$ cat src/rtl/divider_16by8_seq.sv
// Sequential restoring divider: 16-bit dividend by 8-bit divisor, one quotient
// bit per clock, with valid/ready handshakes on the operand and result sides.
module divider_16by8_seq #(
    parameter int DIVIDEND_W = 16,
    parameter int DIVISOR_W  = 8
) (
    input  logic                  clk,
    input  logic                  rst_n,
    input  logic                  in_valid,
    output logic                  in_ready,
    input  logic [DIVIDEND_W-1:0] dividend,
    input  logic [DIVISOR_W-1:0]  divisor,
    output logic                  out_valid,
    input  logic                  out_ready,
    output logic [DIVIDEND_W-1:0] quotient,
    output logic [DIVISOR_W-1:0]  remainder,
    output logic                  div_zero
);

    localparam int CNT_W = $clog2(DIVIDEND_W);
    localparam logic [CNT_W-1:0] LAST_STEP = CNT_W'(DIVIDEND_W - 1);

    localparam logic [1:0] S_IDLE = 2'd0;
    localparam logic [1:0] S_BUSY = 2'd1;
    localparam logic [1:0] S_DONE = 2'd2;

    logic [1:0]            r_state;
    logic [CNT_W-1:0]      r_cnt;
    logic [DIVIDEND_W-1:0] r_work;      // dividend bits shift out, quotient bits shift in
    logic [DIVISOR_W-1:0]  r_div;
    logic [DIVISOR_W-1:0]  r_rem;
    logic                  r_zero;
    logic [DIVIDEND_W-1:0] r_quotient;
    logic [DIVISOR_W-1:0]  r_remainder;
    logic                  r_div_zero;

    logic [DIVISOR_W:0]    w_partial;
    logic                  w_ge;
    logic [DIVISOR_W-1:0]  w_rem_next;
    logic [DIVIDEND_W-1:0] w_quo_next;

    // One restoring step: the partial remainder is one bit wider than the
    // divisor so the shifted-in bit can never be lost before the compare.
    always_comb begin
        w_partial  = {r_rem, r_work[DIVIDEND_W-1]};
        w_ge       = (w_partial >= {1'b0, r_div});
        w_rem_next = w_ge ? DIVISOR_W'(w_partial - {1'b0, r_div})
                          : w_partial[DIVISOR_W-1:0];
        w_quo_next = {r_work[DIVIDEND_W-2:0], w_ge};
    end

    // NOTE: every register here, datapath included, is reset because the
    // result outputs must read zero after reset; sequential state uses <= only.
    always_ff @(posedge clk or negedge rst_n) begin
        if (!rst_n) begin
            r_state     <= S_IDLE;
            r_cnt       <= '0;
            r_work      <= '0;
            r_div       <= '0;
            r_rem       <= '0;
            r_zero      <= 1'b0;
            r_quotient  <= '0;
            r_remainder <= '0;
            r_div_zero  <= 1'b0;
        end else begin
            case (r_state)
                S_IDLE: begin
                    if (in_valid) begin
                        r_work  <= dividend;
                        r_div   <= divisor;
                        r_rem   <= '0;
                        r_cnt   <= '0;
                        r_zero  <= (divisor == '0);
                        r_state <= S_BUSY;
                    end
                end
                S_BUSY: begin
                    // A zero divisor skips iterating and resolves on the next edge.
                    if (r_zero) begin
                        r_quotient  <= '1;
                        r_remainder <= r_work[DIVISOR_W-1:0];
                        r_div_zero  <= 1'b1;
                        r_state     <= S_DONE;
                    end else begin
                        r_work <= w_quo_next;
                        r_rem  <= w_rem_next;
                        r_cnt  <= r_cnt + CNT_W'(1);
                        if (r_cnt == LAST_STEP) begin
                            r_quotient  <= w_quo_next;
                            r_remainder <= w_rem_next;
                            r_div_zero  <= 1'b0;
                            r_state     <= S_DONE;
                        end
                    end
                end
                S_DONE: begin
                    if (out_ready) begin
                        r_state <= S_IDLE;
                    end
                end
                default: r_state <= S_IDLE;
            endcase
        end
    end

    assign in_ready  = (r_state == S_IDLE);
    assign out_valid = (r_state == S_DONE);
    assign quotient  = r_quotient;
    assign remainder = r_remainder;
    assign div_zero  = r_div_zero;

endmodule

$ cat config.mk
export PLATFORM = sky130hd
export DESIGN_NAME = divider_16by8_seq
export DESIGN_NICKNAME = d
export VERILOG_FILES = /design/src/rtl/divider_16by8_seq.sv
export SDC_FILE = /design/constraint.sdc
export NUM_CORES = 1
export LEC_CHECK = 0
export ABC_AREA = 1
export CORE_ASPECT_RATIO = 0.5
export CORE_MARGIN = 4
export CORE_UTILIZATION = 35
export DETAILED_ROUTE_END_ITERATION = 8
export SYNTH_ARGS = -nofsm -noshare
export SYNTH_HDL_FRONTEND = slang
export SYNTH_SLANG_ARGS = --single-unit
$ cat constraint.sdc
create_clock -name clk -period 5.8 [get_ports clk]
set_clock_uncertainty 0.15 [all_clocks]
set_input_delay 0.87 -clock clk [delete_from_list [all_inputs] [get_ports clk]]
set_output_delay 0.87 -clock clk [all_outputs]
set_load 0.05 [all_outputs]
==> impl_metrics.py <==
metrics = {
    "logic_synthesis": {
        "synth_fp_nets": 422,
        "yosysWarnings": 0,
        "syn_area_mm2": 0.00321,
        "postSynthAreaPerCell_um2": 8.35,
        "yosys-top-cells-area": "dfrtp_1, nand2_1, inv_1",
        "synthFlopType": "dfrtp_1",
        "synth_edf_count": 0,
        "syn-instance-count": 384,
        "synthDistinctLibCells": 34,
        "synth_top_cell_by_area": "dfrtp_1",
        "synth.top_cell.area_share_pct": 50.0,
        "synth_commonest_cells": "nand2_1, dfrtp_1, inv_1",
        "ys_seq_area_share_pct": 50.0,
        "ys_seq_elements": 64,
        "synth_most_common_cell": "nand2_1",
        "async_flop_share_pct": 100,
    },
    "detailed_routing": {
        "drt_wl_total_mm": 7.95,
        "firstDrtPassIters": 4,
        "avgViaCountPerCell": 4.79,
        "antenna_left": 0,
        "vias": 2657,
        "drtIter0Drc": 140,
        "avgRoutedWirePerCell_um": 14.3,
        "drc_errors": 0,
    },
    "timing": {
        "finalSetupViolCount": 0,
        "fin_crit_sh_pct": 47.2,
        "worst_pin_slew_ns": 0.950,
        "rsz0062_at_grt": "no",
        "slew_violations": 0,
        "timing.slew.headroom_pct": 36.6,
        "min_period_ns": 2.74,
        "max_freq_mhz": 365,
        "fin_tns_setup_ns": 0,
        "hold_violations": 0,
    },
    "die": {
        "die_width_um": 143,
        "rows": 24,
        "start_util_pct": 36.4,
        "ios": 55,
        "die-area_mm2": 0.0108,
        "die-height_um": 75.7,
        "core_area_mm2": 0.00880,
    },
    "clock_network": {
        "postCtsHoldBufs": 0,
        "cts_root_buffer": "clkbuf_16",
        "cts.path.max_buffers": 2,
        "path_clk_slew_ns": 0.05,
        "cts.repair.resized": 0,
        "numClockSinks": 64,
        "cts_buffers": 9,
        "cts_max_level": 3,
        "cts_tree": "built",
        "clk_latency_ns": 0.32,
        "cts_setup_buffers": 0,
    },
    "worst_setup_path": {
        "critPathTopFamily": "buffers and inverters",
        "crit_required_ns": 4.78,
        "r2r_slack_ns": 3.24,
        "crit_path_max_fanout": 3,
        "critPathKind": "register to output port",
        "cp.arrival_ns": 1.72,
        "slowest_delay_ns": 0.82,
        "crit_chain": "nor2_1, clkdlybuf4s50_1",
        "cp-start-kind": "register",
        "end_kind": "output port",
        "path_buf_inv": 1,
        "crit_slowest_cell": "clkdlybuf4s50_1",
    },
    "power_and_ir_drop": {
        "p_per_area_mw_per_mm2": 711,
        "p_leak_nw": 2.03,
        "ir_drop_mv": 0.234,
    },
    "layout": {
        "num_antenna_cells": 0,
        "register_area_mm2": 0.00160,
        "drive_gt1_share_pct": 7.76,
        "multi_input_area_mm2": 0.00136,
        "fin_cells": 555,
        "areaGrowthSynthToFinish_pct": 28.3,
        "fillers": 882,
        "final_nets": 473,
    },
    "placed_design": {
        "dp_cells": 541,
        "io_buffers": 54,
        "gp_congestion": 0.816,
        "hpwl_mm": 5.55,
    },
    "grt": {
        "grt-ovfl-total": 0,
        "grt_pass1_wl_mm": 13.2,
        "grt_pass1_vias": 2588,
        "grt_use_total_pct": 15.9,
        "grt_max_degree": 65,
        "antenna_found_initial": 0,
    },
    "run": {
        "drv_cap": 0,
    },
    "worst_hold_path": {
        "min_path_type": "register to register",
    },
    "outcome": {
        "status": "finished, final reports clean",
    },
}
==> metal layers <==
| layer | up-vias | GRT usage (%) | wire, µm |
|---|---|---|---|
| met1 | 1264 | 22.9 | 4210 |
| met3 | 4 | 4.89 | 340 |
| met2 | 44 | 23.9 | 3380 |
| li1 | 1345 | - | - |
| met5 | - | 0 | 0 |
| met4 | 0 | 3.76 | 29 |
==> tightest hold or removal path: stages (launching register included) <==
cell and delay, ns:
dfrtp_1 0.34, nand2_1 0.05, nand2_1 0.05
==> worst paths after layout <==
path,cells after the start,from,endpoint
max in group asynchronous,2,rst_n,quotient[12]$_DFFE_PN0P_
min reg2reg,2,remainder[7]$_DFFE_PN0P_,remainder[7]$_DFFE_PN0P_
max reg2reg,6,r_zero$_DFFE_PN0P_,quotient[0]$_DFFE_PN0P_
min in group asynchronous,2,rst_n,r_div[3]$_DFFE_PN0P_
min,2,remainder[7]$_DFFE_PN0P_,remainder[7]$_DFFE_PN0P_
max,2,r_state[1]$_DFFE_PN0P_,in_ready
==> where the power goes <==
| part | leakage [nW] | switching [mW] | internal [mW] |
|---|---|---|---|
| clock | 0.143 | 0.187 | 0.350 |
| combinational | 1.12 | 1.05 | 0.553 |
| sequential | 0.768 | 0.129 | 0.660 |
| total | 2.03 | 1.36 | 1.56 |
==> placed cells by master, fill, tap and decap left out, types with 2 or more instances in the layout <==
master and n:
a22oi_1 13, nand4_1 2, nor2_1 24, xnor2_1 2
inv_2 2, ha_1 9, nand2_2 9, nand2_1 106
clkbuf_8 2, nor2_2 2, a21oi_1 24, o211ai_1 2
inv_1 41, clkbuf_16 9, dfrtp_1 64, nand3_1 26
o21ai_0 25, clkdlybuf4s50_1 53, nor4_1 2, xor2_1 3
o31ai_1 2
==> flip-flops by register name (all words and copies together) (netlist names) <==
register,count
quotient,16
r_rem,8
r_work,16
r_state,2
remainder,8
r_div,8
r_cnt,4
r_zero,1
div_zero,1
==> cell type report <==
| type | count | area share (%) |
|---|---|---|
| multi-input combinational | 262 | 33.2 |
| clock inverter | 3 | 1.03 |
| clock buffer | 11 | 6.15 |
| sequential | 64 | 39.0 |
| timing repair buffer | 55 | 13.2 |
| tap | 117 | 3.56 |
| inverter | 43 | 3.93 |
==> metrics by stage <==
stage / setup slack [ns] / hold slack [ns] / util, % / cell area [µm²] / power, mW
after floorplan: 3.65 / 0.303 / - / 3210 / 1.98
final: 3.06 / 0.329 / 46.7 / 4110 / 2.92
after global routing: 2.99 / 0.364 / 46.7 / 4110 / 3.17
after detailed placement: 3.06 / 0.319 / 43.4 / 3820 / 2.39
after CTS: 3.05 / 0.334 / 46.7 / 4110 / 2.95
after global placement: 3.10 / 0.317 / 43.4 / 3820 / 2.37
==> logic make-up after synthesis <==
group / count (synthesis) / share of synthesized area [%]
simple gates: 178 / 24.6
compound gates: 68 / 12.1
flops: 64 / 50.0
buf+inv: 58 / 7.49
fa+ha+maj: 10 / 4.14
xor+xnor: 5 / 1.37
mux: 1 / 0.312
Note: power is estimated with default switching activity, not from simulation.
